File: src/rtl/mssd_frame_tx_if.sv
// Frame request channel into mssd_frame_tx.
//   inValid : source has a frame request
//   inReady : transmitter holding register is empty
//   inPort  : destination port (2b)
//   inLen   : payload length N, 0..15
//   inData  : payload, bits [N-1:0] are sent MSB first
interface mssd_frame_tx_if #(parameter int DATA_W = 15);
  logic              inValid;
  logic              inReady;
  logic [1:0]        inPort;
  logic [3:0]        inLen;
  logic [DATA_W-1:0] inData;

  modport master (output inValid, inPort, inLen, inData, input  inReady);
  modport slave  (input  inValid, inPort, inLen, inData, output inReady);
endinterface

File: src/rtl/mssd_frame_tx.sv
// Serial frame transmitter feeding the MSSD receiver.
// A frame on serOut is: start(0), port[1:0], len[3:0], data[N-1:0] (all MSB
// first), then GAP_BITS idle ones. A one-deep holding register takes the next
// request while the current frame shifts out.
// Ports:
//   clk       : one serial bit per cycle
//   rst       : async active-low reset
//   req       : request channel (slave side), see mssd_frame_tx_if
//   serOut    : registered serial line, idles high
//   busy      : start bit through last gap bit
//   txPort    : port of frame in flight, holds when idle
//   frameDone : pulse in the first gap cycle
module mssd_frame_tx #(
  parameter int GAP_BITS = 2,
  parameter int DATA_W   = 15
) (
  input  logic                 clk,
  input  logic                 rst,
  mssd_frame_tx_if.slave       req,
  output logic                 serOut,
  output logic                 busy,
  output logic [1:0]           txPort,
  output logic                 frameDone
);
  localparam int GW = $clog2(GAP_BITS + 1);
  localparam logic [GW-1:0] GAP_LAST = GW'(GAP_BITS - 1);

  typedef enum logic [2:0] {IDLE, START, PORT, LEN, DATA, GAP} st_t;

  st_t               r_state, w_state_n;
  logic [3:0]        r_cnt, w_cnt_n;
  logic [GW-1:0]     r_gcnt, w_gcnt_n;

  // frame in the shifter
  logic [1:0]        r_port, w_port_n;
  logic [3:0]        r_len, w_len_n;
  logic [DATA_W-1:0] r_data, w_data_n;

  // holding register
  logic              r_h_vld;
  logic [1:0]        r_h_port;
  logic [3:0]        r_h_len;
  logic [DATA_W-1:0] r_h_data;

  logic              r_ser, w_ser_n;
  logic [1:0]        r_txport;
  logic              w_acc, w_load_in, w_load_h;

  assign req.inReady = ~r_h_vld;
  assign w_acc       = req.inValid & ~r_h_vld;

  // r_cnt is the index of the bit currently on the line within its field;
  // r_gcnt counts gap bits remaining down to zero.
  always_comb begin
    w_state_n = r_state;
    w_cnt_n   = r_cnt;
    w_gcnt_n  = r_gcnt;
    w_load_in = 1'b0;
    w_load_h  = 1'b0;
    case (r_state)
      IDLE: begin
        if (r_h_vld) begin
          w_state_n = START; w_load_h = 1'b1;
        end else if (w_acc) begin
          w_state_n = START; w_load_in = 1'b1;
        end
      end
      START: begin
        w_state_n = PORT; w_cnt_n = 4'd1;
      end
      PORT: begin
        if (r_cnt == 4'd0) begin
          w_state_n = LEN; w_cnt_n = 4'd3;
        end else w_cnt_n = r_cnt - 4'd1;
      end
      LEN: begin
        if (r_cnt == 4'd0) begin
          if (r_len == 4'd0) begin
            w_state_n = GAP; w_gcnt_n = GAP_LAST;
          end else begin
            w_state_n = DATA; w_cnt_n = r_len - 4'd1;
          end
        end else w_cnt_n = r_cnt - 4'd1;
      end
      DATA: begin
        if (r_cnt == 4'd0) begin
          w_state_n = GAP; w_gcnt_n = GAP_LAST;
        end else w_cnt_n = r_cnt - 4'd1;
      end
      GAP: begin
        if (r_gcnt == '0) begin
          // held frame has priority; otherwise a request arriving on this
          // edge goes straight out for back-to-back framing
          if (r_h_vld) begin
            w_state_n = START; w_load_h = 1'b1;
          end else if (w_acc) begin
            w_state_n = START; w_load_in = 1'b1;
          end else w_state_n = IDLE;
        end else w_gcnt_n = r_gcnt - GW'(1);
      end
      default: w_state_n = IDLE;
    endcase
  end

  always_comb begin
    w_port_n = r_port;
    w_len_n  = r_len;
    w_data_n = r_data;
    if (w_load_h) begin
      w_port_n = r_h_port; w_len_n = r_h_len; w_data_n = r_h_data;
    end else if (w_load_in) begin
      w_port_n = req.inPort; w_len_n = req.inLen; w_data_n = req.inData;
    end
  end

  // serOut is registered, so the next bit is chosen from next-state values
  always_comb begin
    w_ser_n = 1'b1;
    case (w_state_n)
      START:   w_ser_n = 1'b0;
      PORT:    w_ser_n = w_port_n[w_cnt_n[0]];
      LEN:     w_ser_n = w_len_n[w_cnt_n[1:0]];
      DATA:    w_ser_n = w_data_n[w_cnt_n];
      default: w_ser_n = 1'b1;
    endcase
  end

  always_ff @(posedge clk or negedge rst) begin
    if (!rst) begin
      r_state  <= IDLE;
      r_cnt    <= '0;
      r_gcnt   <= '0;
      r_port   <= '0;
      r_len    <= '0;
      r_data   <= '0;
      r_ser    <= 1'b1;
      r_txport <= '0;
    end else begin
      r_state <= w_state_n;
      r_cnt   <= w_cnt_n;
      r_gcnt  <= w_gcnt_n;
      r_port  <= w_port_n;
      r_len   <= w_len_n;
      r_data  <= w_data_n;
      r_ser   <= w_ser_n;
      if (w_load_h | w_load_in) r_txport <= w_port_n;
    end
  end

  always_ff @(posedge clk or negedge rst) begin
    if (!rst) begin
      r_h_vld  <= 1'b0;
      r_h_port <= '0;
      r_h_len  <= '0;
      r_h_data <= '0;
    end else if (w_load_h) begin
      r_h_vld <= 1'b0;
    end else if (w_acc & ~w_load_in) begin
      r_h_vld  <= 1'b1;
      r_h_port <= req.inPort;
      r_h_len  <= req.inLen;
      r_h_data <= req.inData;
    end
  end

  assign serOut    = r_ser;
  assign busy      = (r_state != IDLE);
  assign txPort    = r_txport;
  assign frameDone = (r_state == GAP) && (r_gcnt == GAP_LAST);
endmodule

File: src/flat_wrapper.sv
// flat-port wrapper written by rule: the top's interface ports become plain ports
module mssd_frame_tx_flat 
#(
  parameter int GAP_BITS = 2,
  parameter int DATA_W   = 15
)
  (clk, rst, serOut, busy, txPort, frameDone, req_inValid, req_inPort, req_inLen, req_inData, req_inReady);
  mssd_frame_tx_if #(.DATA_W(DATA_W)) req_i ();
  input  logic clk;
  input  logic rst;
  output logic serOut;
  output logic busy;
  output logic [1:0] txPort;
  output logic frameDone;
  input wire logic [$bits(req_i.inValid)-1:0] req_inValid;
  input wire logic [$bits(req_i.inPort)-1:0] req_inPort;
  input wire logic [$bits(req_i.inLen)-1:0] req_inLen;
  input wire logic [$bits(req_i.inData)-1:0] req_inData;
  output wire logic [$bits(req_i.inReady)-1:0] req_inReady;
  assign req_i.inValid = req_inValid;
  assign req_i.inPort = req_inPort;
  assign req_i.inLen = req_inLen;
  assign req_i.inData = req_inData;
  assign req_inReady = req_i.inReady;
  mssd_frame_tx #(.GAP_BITS(GAP_BITS), .DATA_W(DATA_W)) u_core (.clk(clk), .rst(rst), .req(req_i), .serOut(serOut), .busy(busy), .txPort(txPort), .frameDone(frameDone));
endmodule
File: config.mk
export PLATFORM = sky130hd
export DESIGN_NAME = mssd_frame_tx_flat
export DESIGN_NICKNAME = d
export VERILOG_FILES = /design/src/rtl/mssd_frame_tx_if.sv /design/src/rtl/mssd_frame_tx.sv /design/src/flat_wrapper.sv
export SDC_FILE = /design/constraint.sdc
export NUM_CORES = 1
export LEC_CHECK = 0
export CELL_PAD_IN_SITES_DETAIL_PLACEMENT = 1
export CELL_PAD_IN_SITES_GLOBAL_PLACEMENT = 2
export CORE_ASPECT_RATIO = 1.75
export CORE_MARGIN = 5
export CORE_UTILIZATION = 30
export CTS_BUF_LIST = sky130_fd_sc_hd__clkbuf_4 sky130_fd_sc_hd__clkbuf_8
export CTS_CLUSTER_DIAMETER = 200
export DETAILED_ROUTE_END_ITERATION = 8
export PLACE_DENSITY_LB_ADDON = 0.05
export SLEW_MARGIN = 20
export SYNTH_ARGS = -nofsm -noshare
export SYNTH_HDL_FRONTEND = slang
export SYNTH_SLANG_ARGS = --single-unit
File: constraint.sdc
create_clock -name clk -period 5.2 [get_ports clk]
set_input_delay 1.56 -clock clk [delete_from_list [all_inputs] [get_ports clk]]
set_output_delay 1.56 -clock clk [all_outputs]
set_load 0.005 [all_outputs]
==> parameters.txt <==
Parameter                              Value

Run status
  Outcome    finished, final reports clean

Routing
  Via Count    2,520
  DRC Markers    0
  First drt pass iteration count    4
  Antenna-violating nets left    0
  Iter 0 DRT Violations    80
  Post-detailed-route wirelength per cell    20.2 µm
  Via density per instance    5.54
  Routed wire length    9170 µm

Floorplan
  Row Count    48
  # IOs    30
  Initial Util    0.309
  Std-Cell Core Area    9910 µm²
  Die extent in y    144 µm
  Die width    86.4 µm
  Die Outline Area    12,400 µm²

Timing
  Number of failing hold endpoints at the final stage    0
  Total negative slack    0 ps
  Highest achievable clock rate    0.254 GHz
  Slew at the pin closest to its max-slew limit    1020 ps
  Final setup margin    1260 ps
  Smallest hold slack    510 ps
  RSZ-0062 raised after global routing    no
  Worst clock skew on the final layout    6.20 ps
  Slew Viols, Final    0
  Worst slew slack as a fraction of its limit    0.320
  Share of the clock period used by the worst path after layout    0.757
  Count of final setup violators    0
  Minimum clock period after layout    3940 ps

Logic synthesis
  Mean instance size in the synthesized netlist    9.98 µm²
  Ys Warns    0
  Post-synth top area cell    sky130_fd_sc_hd__dfrtp_1
  Top flip-flop cell by instance count after synthesis    sky130_fd_sc_hd__dfrtp_1
  Gate count of the mapped netlist    307
  Count leader, synth    sky130_fd_sc_hd__dfrtp_1
  Share of the synthesized area in the top cell type    0.441
  Mapped Area    3060 µm²
  Top cells by instance count after synthesis    sky130_fd_sc_hd__dfrtp_1, sky130_fd_sc_hd__nand3_1, sky130_fd_sc_hd__mux2_2
  Number of synthesized flops with an enable pin    0
  Synth area leaders    sky130_fd_sc_hd__dfrtp_1, sky130_fd_sc_hd__mux2_2, sky130_fd_sc_hd__nand3_1
  Flip-flop and latch count after synthesis    55
  Sequential cell area fraction in the yosys report    0.450
  Net count after synthesis    336
  Async set-reset flop share out of synthesis    1.00
  Count of distinct cell types in the synthesized netlist    57

Global routing
  Total GRT Usage    0.158
  Via count of the first global-routing pass    2,791
  First-pass GRT wire length    15,100 µm
  Initial antenna violation count    0
  Largest net degree at the start of global routing    56
  Overflow left after global routing    0

Power
  Maximum ir drop on the vdd rail    0.299 mV
  Power per cell area    664 nW/µm²
  Logic pwr share    0.535
  Relative contribution of the clock network to total power    0.109
  Net Switching    1.05 mW
  Reg power frac    0.356
  Cell leakage power    1.44 nW
  Internal Dissipation    1.30 mW
  Switching part of the total    0.446

Layout
  Layout cell share with drive strength beyond 1    0.155
  Final design area excluding fillers    3540 µm²
  Final layout net count    358
  Ant diodes    0
  Area growth from synthesis to final layout    15.6%
  Number of cells in the finished layout apart from fillers    455

Clock tree
  Post-cts sizing count    0
  Count of clock tree sinks    55
  Total of hold buffers inserted after clock tree synthesis    0
  Master cell of the clock root buffer    sky130_fd_sc_hd__clkbuf_8
  Clock insertion delay at the later pin of the skew report    310 ps
  Maximum number of buffers from clock root to sink    2
  Number of CTS-inserted buffers    5
  # Post-CTS Setup Buffers    0
  H-tree levels    2
  Clock transition at the register clock pins on the worst setup and hold paths after CTS    100 ps
  Clock tree from TritonCTS    built

Placed design
  Dpl cells    447
  Port Buf Inserts    29
  Final HPWL DP    6520 µm
  Post-placement worst setup slack    1170 ps
  Last weighted congestion value of the routability-driven placer    0.779
  Area post-placement    3450 µm²

Setup path
  Setup slack, reg-to-reg    1260 ps
  Setup crit end kind    flop
  Worst EP required    5430 ps
  Peak per-stage delay on the critical path    780 ps
  Most common cell type on the critical path    sky130_fd_sc_hd__ha_1
  Series of cell instances along the critical path    inv_1, ha_1, nor3b_4, inv_2, ha_1, nand3b_1, o211a_1, o211ai_2, mux2i_1, a21boi_0, a311oi_1, a211oi_2
  Beginning of the worst register-to-register path    u_core.r_cnt[0]
  CP max FO    12
  Critical path start-end classification    reg -> reg
  Destination of the worst register-to-register timing path    u_core.serOut
  Critical path's slowest cell    sky130_fd_sc_hd__o211ai_2
  Family with the most delay on the worst path    compound AO/OA/AOI/OAI gates
  Critical path arrival    4170 ps
  Cells on worst reg2reg path    12
  CP bufs+invs    2
  Startpoint Class    flop

Min path
  Hold depth    2
  Worst min-delay path startpoint    u_core.r_gcnt[1]
  Hold Path End    u_core.r_gcnt[1]
  Type of the worst min-delay path    reg -> reg

Flow run
  Maximum Capacitance Violations    0
## registers in the layout (all words and copies together) (netlist names), 3 cells and up
signal,count
u_core.r_cnt,4
u_core.r_data,15
u_core.r_h_data,15
u_core.r_h_len,4
u_core.r_len,4
u_core.r_state,3
## worst reg2reg max path: stages, from the launching register on
cell	delay (ps)
sky130_fd_sc_hd__dfrtp_1	510
sky130_fd_sc_hd__inv_1	190
sky130_fd_sc_hd__ha_1	320
sky130_fd_sc_hd__nor3b_4	430
sky130_fd_sc_hd__inv_2	130
sky130_fd_sc_hd__ha_1	310
sky130_fd_sc_hd__nand3b_1	70
sky130_fd_sc_hd__o211a_1	140
sky130_fd_sc_hd__o211ai_2	780
sky130_fd_sc_hd__mux2i_1	390
sky130_fd_sc_hd__a21boi_0	140
sky130_fd_sc_hd__a311oi_1	380
sky130_fd_sc_hd__a211oi_2	80
## per-layer routing
metal | track usage | vias up | share of wire
li1 | - | 1186 | -
met1 | 0.169 | 1295 | 0.38
met2 | 0.308 | 26 | 0.58
met3 | 0.0201 | 13 | 0.018
met4 | 0.0567 | 0 | 0.025
met5 | 0 | - | 0
## power groups by stage
stage	logic, mW	registers [mW]	clock network (mW)
floorplan	0.970	0.762	0
global placement	1.27	0.841	0
detailed placement	1.28	0.848	0
CTS	1.29	0.840	0.272
global route	1.41	0.871	0.288
finish	1.26	0.837	0.257
## worst max path at each step
stage | startpoint | to | slack, ps | cells past startpoint
after global routing | u_core.r_cnt[0] | u_core.serOut | 1050 | 12
after global placement | req_inValid | u_core.serOut | 1180 | 9
after detailed placement | req_inValid | u_core.serOut | 1170 | 9
final | u_core.r_cnt[0] | u_core.serOut | 1260 | 12
after floorplan | req_inValid | u_core.serOut | 2210 | 9
after CTS | u_core.r_cnt[0] | u_core.serOut | 1200 | 12
## metrics by stage
stage	utilization	power [mW]
after floorplan	-	1.73
after global placement	0.348	2.11
after detailed placement	0.348	2.13
after CTS	0.357	2.40
after global routing	0.357	2.56
final	0.357	2.35
## cell families after synthesis
| group | synth area share |
|---|---|
| AOI/OAI and AO/OA | 0.197 |
| buffers and inverters | 0.0551 |
| DFF | 0.450 |
| and+or+nand+nor | 0.163 |
| muxes | 0.115 |
| adders and majority gates | 0.0204 |
## layout by cell type (no fill, tap or decap), types with 3 or more instances in the layout
cell / netlist / routed
sky130_fd_sc_hd__mux2_2: 22 / 22
sky130_fd_sc_hd__dfrtp_1: 54 / 54
sky130_fd_sc_hd__o22ai_1: 17 / 17
sky130_fd_sc_hd__a21oi_1: 14 / 14
sky130_fd_sc_hd__nand3b_1: 3 / 3
sky130_fd_sc_hd__ha_1: 5 / 5
sky130_fd_sc_hd__clkbuf_8: 0 / 6
sky130_fd_sc_hd__nand3_1: 31 / 31
sky130_fd_sc_hd__clkdlybuf4s50_1: 0 / 28
sky130_fd_sc_hd__nor3_1: 4 / 3
sky130_fd_sc_hd__a211oi_1: 4 / 4
sky130_fd_sc_hd__nand2b_1: 4 / 4
sky130_fd_sc_hd__buf_4: 1 / 5
sky130_fd_sc_hd__o21ai_0: 11 / 11
sky130_fd_sc_hd__nand2_1: 20 / 20
sky130_fd_sc_hd__mux2i_1: 9 / 9
sky130_fd_sc_hd__a32oi_1: 12 / 12
sky130_fd_sc_hd__nor2_1: 15 / 15
sky130_fd_sc_hd__inv_1: 15 / 15
sky130_fd_sc_hd__a22oi_1: 6 / 6
## area by class of cell
class	instances	area [µm²]
Clock buffer	7	90.1
Clock inverter	1	5.00
Fill cell	1145	6370
Inverter	18	67.6
Multi-Input combinational cell	215	1520
Sequential cell	55	1380
Tap cell	125	156
Timing Repair Buffer	34	323
Power figures use the tool's default switching activity.
